## src/rtl/aes_round_key_store_256.sv

```systemverilog
// Round-key buffer for AES-256: captures rk0 plus the 14 expander subkeys, serves them by round number.
// Latency: read data one cycle after an accepted rd_en; keys_ready one cycle after subkey 14 is written.
// Backpressure: none; reads outside READY or with rd_round > 14 are dropped and rd_key holds its value.
module aes_round_key_store_256 #(
    parameter int KEY_W  = 128,
    parameter int NUM_RK = 15,
    parameter int IDX_W  = 4
) (
    input  logic             clk,
    input  logic             reset_n,
    input  logic             load_start,
    input  logic [KEY_W-1:0] rk0_in,
    input  logic [KEY_W-1:0] skey,
    input  logic [IDX_W-1:0] skey_idx,
    input  logic             skey_valid,
    input  logic             rd_en,
    input  logic [IDX_W-1:0] rd_round,
    input  logic             rd_dec,
    output logic [KEY_W-1:0] rd_key,
    output logic             rd_valid,
    output logic             keys_ready,
    output logic             load_err
);

    typedef enum logic [1:0] {
        EMPTY   = 2'd0,
        LOADING = 2'd1,
        READY   = 2'd2
    } state_t;

    localparam logic [IDX_W-1:0] LAST_IDX = IDX_W'(NUM_RK - 1);

    state_t           state;
    logic [IDX_W-1:0] exp_idx;
    logic [KEY_W-1:0] entry [NUM_RK];

    logic             skey_hit;
    logic             skey_bad;
    logic             rd_accept;
    logic [IDX_W-1:0] rd_phys;
    logic [KEY_W-1:0] rd_sel;

    // Range of skey_idx is covered by the equality test: exp_idx only ever holds 1..14 while loading.
    assign skey_hit  = (state == LOADING) && skey_valid && (skey_idx == exp_idx);
    assign skey_bad  = (state == LOADING) && skey_valid && (skey_idx != exp_idx);
    assign rd_accept = rd_en && (state == READY) && (rd_round <= LAST_IDX);
    assign rd_phys   = rd_dec ? (LAST_IDX - rd_round) : rd_round;
    // Entry 0 is write-first so a read racing a reload sees the new round-0 key.
    assign rd_sel    = (load_start && (rd_phys == '0)) ? rk0_in : entry[rd_phys];

    always_ff @(posedge clk) begin
        if (load_start) begin
            entry[0] <= rk0_in;
        end else if (skey_hit) begin
            entry[skey_idx] <= skey;
        end
    end

    always_ff @(posedge clk or negedge reset_n) begin
        if (!reset_n) begin
            state      <= EMPTY;
            exp_idx    <= IDX_W'(1);
            rd_key     <= '0;
            rd_valid   <= 1'b0;
            keys_ready <= 1'b0;
            load_err   <= 1'b0;
        end else begin
            rd_valid <= rd_accept;
            if (rd_accept) begin
                rd_key <= rd_sel;
            end

            if (load_start) begin
                state      <= LOADING;
                exp_idx    <= IDX_W'(1);
                load_err   <= 1'b0;
                keys_ready <= 1'b0;
            end else begin
                case (state)
                    LOADING: begin
                        if (skey_hit) begin
                            if (exp_idx == LAST_IDX) begin
                                state      <= READY;
                                keys_ready <= 1'b1;
                            end else begin
                                exp_idx <= exp_idx + IDX_W'(1);
                            end
                        end else if (skey_bad) begin
                            load_err <= 1'b1;
                            state    <= EMPTY;
                        end
                    end
                    default: begin
                    end
                endcase
            end
        end
    end

endmodule

```

## config.mk

```make
export PLATFORM = sky130hd
export DESIGN_NAME = aes_round_key_store_256
export DESIGN_NICKNAME = d
export VERILOG_FILES = /design/src/rtl/aes_round_key_store_256.sv
export SDC_FILE = /design/constraint.sdc
export NUM_CORES = 2
export LEC_CHECK = 0
export CORE_MARGIN = 2
export CORE_UTILIZATION = 33
export DETAILED_ROUTE_END_ITERATION = 10
export GPL_TIMING_DRIVEN = 0
export PLACE_DENSITY_LB_ADDON = 0.3
export SLEW_MARGIN = 20
export SYNTH_ARGS = -nofsm -noshare
export SYNTH_HDL_FRONTEND = slang
export SYNTH_SLANG_ARGS = --single-unit
export TNS_END_PERCENT = 1
```

## constraint.sdc

```tcl
create_clock -name clk -period 19.3 [get_ports clk]
set_input_delay 5.79 -clock clk [delete_from_list [all_inputs] [get_ports clk]]
set_output_delay 5.79 -clock clk [all_outputs]
set_load 0.02 [all_outputs]
```

# Word-level counts from Yosys, hierarchy flattened
# Memories as Yosys holds them, arrays and structs flattened. A register that Yosys moved wholly into a read port is not among the register bits.
# Index checks and enable logic that the tools add are counted.
dict set report classes {
  addsub 2
  n_mux 26
  eq_ne 8
  reduce_logical 16
  order_cmp 1
}
# operator count
set op_table {}
lappend op_table {{$mux W128} 1}
lappend op_table {{$reduce_or A128 Y1} 1}
lappend op_table {{$mux W4} 6}
lappend op_table {{$mux W1} 14}
lappend op_table {{$reduce_and A3 Y1} 4}
lappend op_table {{$mux W2} 5}
lappend op_table {{$reduce_bool A2 Y1} 4}
lappend op_table {{$logic_and A1 B1 Y1} 5}
lappend op_table {{$add A4 B1 Y4 const B} 1}
lappend op_table {{$eq A4 B4 Y1} 1}
lappend op_table {{$eq A4 B4 Y1 const B} 1}
lappend op_table {{$le A4 B4 Y1 const B} 1}
lappend op_table {{$ne A2 B2 Y1 const B} 2}
lappend op_table {{$ne A4 B4 Y1} 1}
lappend op_table {{$sub A4 B4 Y4 const A} 1}
lappend op_table {{$ne A3 B2 Y1 const B} 1}
lappend op_table {{$reduce_bool A3 Y1} 1}
lappend op_table {{$eq A2 B1 Y1 const B} 1}
lappend op_table {{$eq A2 B2 Y1 const B} 1}
lappend op_table {{$logic_not A1 Y1} 1}
dict set report word_totals {
  ram_bits 1920
  memories 1
  in_bits 270
  out_inout_bits 131
  regBits 9
  wordCells 59
}
# memory depth width read_ports rd_ports_with_merged_regs wr line
set mem_list {}
lappend mem_list {entry 15 128 1 1 1 35} ;# logic [KEY_W-1:0] entry [NUM_RK];

# Logic depth before layout (Yosys ltp)
dict set report logic_depth {
  ltp_word 8
  ltp_mapped 12
  ltp_nobuf 8
}

# Least setup slack after synthesis
# OpenSTA, ideal clock, no wires.
dict set report synth_path {
  path_type {input to register}
  from {input skey_idx[2]}
  to {memory entry[10][0], enable pin}
  setup_slack_ps -490
  stages 7
  setup_time_ps 930
  t_arrival_ps 18861
  path_buffers 3
  path_cell_list {buf_2 > xnor2_1 > and4_1 > nand3_1 > buf_2 > buf_2 > nor4_1}
}
dict set report synth_via {
  elab_chain_cells 7
  word_cells_on_any_way 8
}
# element line
set synth_rtl {}
lappend synth_rtl {{start, declared} 14} ;# input logic [IDX_W-1:0] skey_idx,
lappend synth_rtl {{$eq A4 B4 Y1} 44} ;# assign skey_hit = (state == LOADING) && skey_valid && (skey_idx == exp_idx);
lappend synth_rtl {{$logic_and A1 B1 Y1} 44}
lappend synth_rtl {{$mux W1} 54} ;# end else if (skey_hit) begin
lappend synth_rtl {{$mux W1} 52} ;# if (load_start) begin
lappend synth_rtl {{$mux W1 (not written as such)} 55} ;# entry[skey_idx] <= skey;
lappend synth_rtl {{$reduce_or A128 Y1 (no source line)} -}
lappend synth_rtl {{$mux W4 (no source line) / $mux W1 (equally long branches)} -}
lappend synth_rtl {{end, declared} 35}
# Parallel ways exist; a longest one is shown, timed or not.

# Final worst setup path
dict set report layout_path {
  from {input skey_valid}
  to {memory entry[10][31], enable pin}
}
dict set report layout_via {
  elab_chain_cells 7
  word_cells_on_any_way 8
}
# element line
set layout_rtl {}
lappend layout_rtl {{start, declared} 15} ;# input logic skey_valid,
lappend layout_rtl {{$logic_and A1 B1 Y1 (*) (2 in a row)} 44}
lappend layout_rtl {{$mux W1 (*)} 54}
lappend layout_rtl {{$mux W1 (*)} 52}
lappend layout_rtl {{$mux W1 (not written as such) (*)} 55}
lappend layout_rtl {{$reduce_or A128 Y1 (no source line)} -}
lappend layout_rtl {{$mux W4 (no source line) / $mux W1 (equally long branches)} -}
# Every way passes the cells marked *; elsewhere a longest branch is shown, timed or not.

==> summary.txt <==
Setup path
  – Reg2reg path depth: 15
  – FF-to-FF End: entry[10][31]
  – Critical path arrival: 10.73 ns
  – Crit-path max FO: 10
  – Worst Setup Start Kind: input port
  – Worst setup EP type: register
  – Crit-path cells: clkdlybuf4s50_1 -> and3b_1 -> clkbuf_1 -> nand3_1 -> buf_2 -> buf_2 -> nor4_2 -> buf_2 -> buf_2 -> buf_2 -> buf_4 -> buf_2 -> buf_2 -> buf_2 -> buf_2 -> buf_2
  – CP Class: input port to register
  – Worst Path Required: 19.82 ns
  – Crit-path most repeated cell: buf_2
  – Worst reg2reg setup slack: 13.87 ns
  – Crit path max-delay family: buffers and inverters
  – Worst path bufs/invs: 13
  – Slowest stage delay, CP: slightly below 0.8 ns
  – Critical Path Slowest Stage Cell: nor4_2
  – R2R Path Start: exp_idx[0]

Global routing
  – Initial antenna violation count: 8
  – First-pass GRT wire length: 317000 µm
  – Vias in the first global route: 44131
  – Grt ovf: 0
  – Total track usage: 17.6%
  – Largest net degree at the start of global routing: 52

Die
  – Core Rows: 181
  – Ports: 401
  – Die ar.: 249000 µm²
  – Die W: 499 µm
  – Die height: 499 µm
  – Core area: 243000 µm²
  – Starting Density: between 30% and 40%

Synth
  – Post-Synthesis Cell Area: 80800 µm²
  – Syn avg cell area: between 15 and 20 µm²
  – Library cells used by synthesis: 44
  – Mapped Nets: 4350
  – Post-synthesis sequential area ratio: 75.6%
  – Main synth FF type: edfxtp_1
  – Number of synthesized flops with an enable pin: approximately 1900
  – Post-Syn Instances: 4076
  – Synth Register Bits: a little over 2000
  – Synth warn: 0
  – Synth async-reset ratio: ~6.7%

STA
  – Final max-slew violation count: 0
  – RSZ-0062 raised after global routing: false
  – Fin. Hold Viols: 0
  – Tcrit/Tclk final: 52.9%
  – Tmin final: 10.21 ns
  – Skew final: between 0.03 and 0.04 ns
  – Hold_ws: 0.491 ns
  – Slew headroom: 21.6%
  – Least-Margin Pin Slew: 1.18 ns
  – Fmax: 97.9 MHz
  – Setup violators final: 0

Cells and area
  – Non-filler cells, final: between 8000 and 9000
  – Most common library cell in the layout ignoring fill and taps: edfxtp_1
  – Most frequent cells in the layout: edfxtp_1 (1920), clkdlybuf4s50_1 (393), nand2_1 (392), mux4_2 (384), mux2i_1 (261)
  – Area growth syn-to-layout: 22.0%
  – Net count, final: about 5200
  – Share of layout cells above drive strength 1: 24.6%

Detailed routing
  – Post-Route WL: 220000 µm
  – Pre-antenna DRT Iters: 6
  – DRT antenna net count: 0
  – Drt wl/cell: 26.5 µm
  – Vias/cell: 5.07
  – Vias post-DR: around 42000
  – DRC Markers: 0
  – Iter 0 DRT Violations: 3564

Min path
  – Hold Path Stages: 2
  – Hold Path End: rd_key[65]
  – HP Class: register to register
  – HP Start: rd_key[65]

Outcome
  – Status: finished, final reports clean

Clocking
  – CTS HTree Levels: 4
  – Post-CTS Setup Bufs: 0
  – Clock Sinks: 2057
  – Clock buffer depth: 3
  – Hold-fix buffers at CTS: 0
  – CTS tree: done
  – TritonCTS buffer count: approximately 210
  – CTS resizes: 0
  – Reg clk slew, reported paths: 0.06 ns
  – Clock Latency Late Sink: 0.85 ns
  – Clock root cell: clkbuf_16

Power
  – Pwr Total: 9760 µW
  – Pwr Density: 99.0 nW/µm²
  – Peak supply drop: 0.0835 mV
  – Lkg Pwr: roughly 0.034 µW

Place
  – Final RePlAce weighted congestion: 0.752
  – Dpl cells: roughly 8000
  – PortBufs: 394
  – Detail Placement HPWL: between 150000 and 200000 µm

Flow run
  – Max_cap viols: 0
-- power by group --
group / switching [µW] / total (µW) / leakage (µW) / internal, µW
registers: 20.3 / 4940 / 0.0192 / 4920
clock network: 1730 / 4070 / 0.00332 / 2330
logic: 460 / 759 / 0.0113 / 299
total: 2210 / 9760 / 0.0338 / 7550
-- worst max-delay path by stage --
| stage | startpoint | to | cells after the start |
|---|---|---|---|
| after detailed placement | skey_valid | entry[10][31] | 16 |
| final | skey_valid | entry[10][31] | 16 |
| after global placement | skey_valid | entry[2][29] | 7 |
| after global routing | skey_valid | entry[10][31] | 16 |
| after CTS | skey_valid | entry[10][31] | 16 |
| after floorplan | skey_idx[2] | entry[10][0] | 7 |
-- cells in the mapped netlist, drive strengths merged (3+ instances only) --
cell / count / area [µm²]
nand2b: 3 / 18.8
mux4: 384 / 8650
o21ai: 8 / 40.0
xnor2: 7 / 68.8
nor4: 6 / 43.8
edfxtp: 1920 / 57700
nand3: 6 / 30.0
inv: 134 / 503
o221ai: 128 / 1870
nand4: 3 / 18.8
o211ai: 128 / 961
nor3: 4 / 20.0
mux2i: 261 / 2610
a22oi: 128 / 961
clkbuf: 82 / 308
dfrtp: 136 / 3400
and3: 133 / 832
nand2: 393 / 1480
a21oi: 8 / 40.0
nor2: 12 / 45.0
ha: 4 / 50.1
buf: 167 / 1000
-- area by class of cell --
type / count / area, µm²
inverters: 134 / 503
flip-flops and latches: 2057 / 61100
diodes: 2 / 5.00
well taps: 3202 / 4010
fillers: 21678 / 145000
clock inverters: 120 / 1420
plain buffers: 249 / 1320
repair buffers: 663 / 6800
clock buffers: 266 / 5460
multi-input cells: 1636 / 18000
-- tightest hold or removal path, delay by kind of cell (launching register included) --
family / cells / cell delay [ns]
compound gates: 1 / 0.05
simple gates: 1 / 0.06
flops: 1 / 0.34
-- sequential cells by signal, summed over array words and instances (netlist names) --
register	cells
rd_key	128
load_err	1
state	2
keys_ready	1
rd_valid	1
exp_idx	4
entry	1920
-- logic make-up after synthesis --
| group | count (synthesis) | synth area share (%) |
|---|---|---|
| AND/OR/NAND/NOR | 574 | 3.21 |
| multiplexers | 645 | 13.9 |
| buffers and inverters | 383 | 2.25 |
| adder cells (fa/ha/maj) | 4 | 0.0619 |
| AO/OA/AOI/OAI | 404 | 4.84 |
| XOR/XNOR | 9 | 0.107 |
| flip-flops | 2057 | 75.6 |
-- routing by layer --
metal  vias to the layer above  global-route usage (%)  wire length [µm]
li1                      18384                       -                 -
met1                     22381                    23.3             93700
met2                      1182                    29.3            108000
met3                       290                    3.11             11900
met4                         0                    5.89              7110
met5                         -                       0                 0
-- stage by stage --
step	TNS, ns	utilization [%]	area (µm²)	worst slack [ns]
after global placement	-	36.5	88800	-17.66
final	0	40.5	98600	9.09
after global routing	0	40.5	98600	8.86
after floorplan	-250.96	-	80800	-0.490
after CTS	0	40.5	98600	9.03
after detailed placement	0	37.7	91700	8.11
Power figures use the tool's default switching activity.
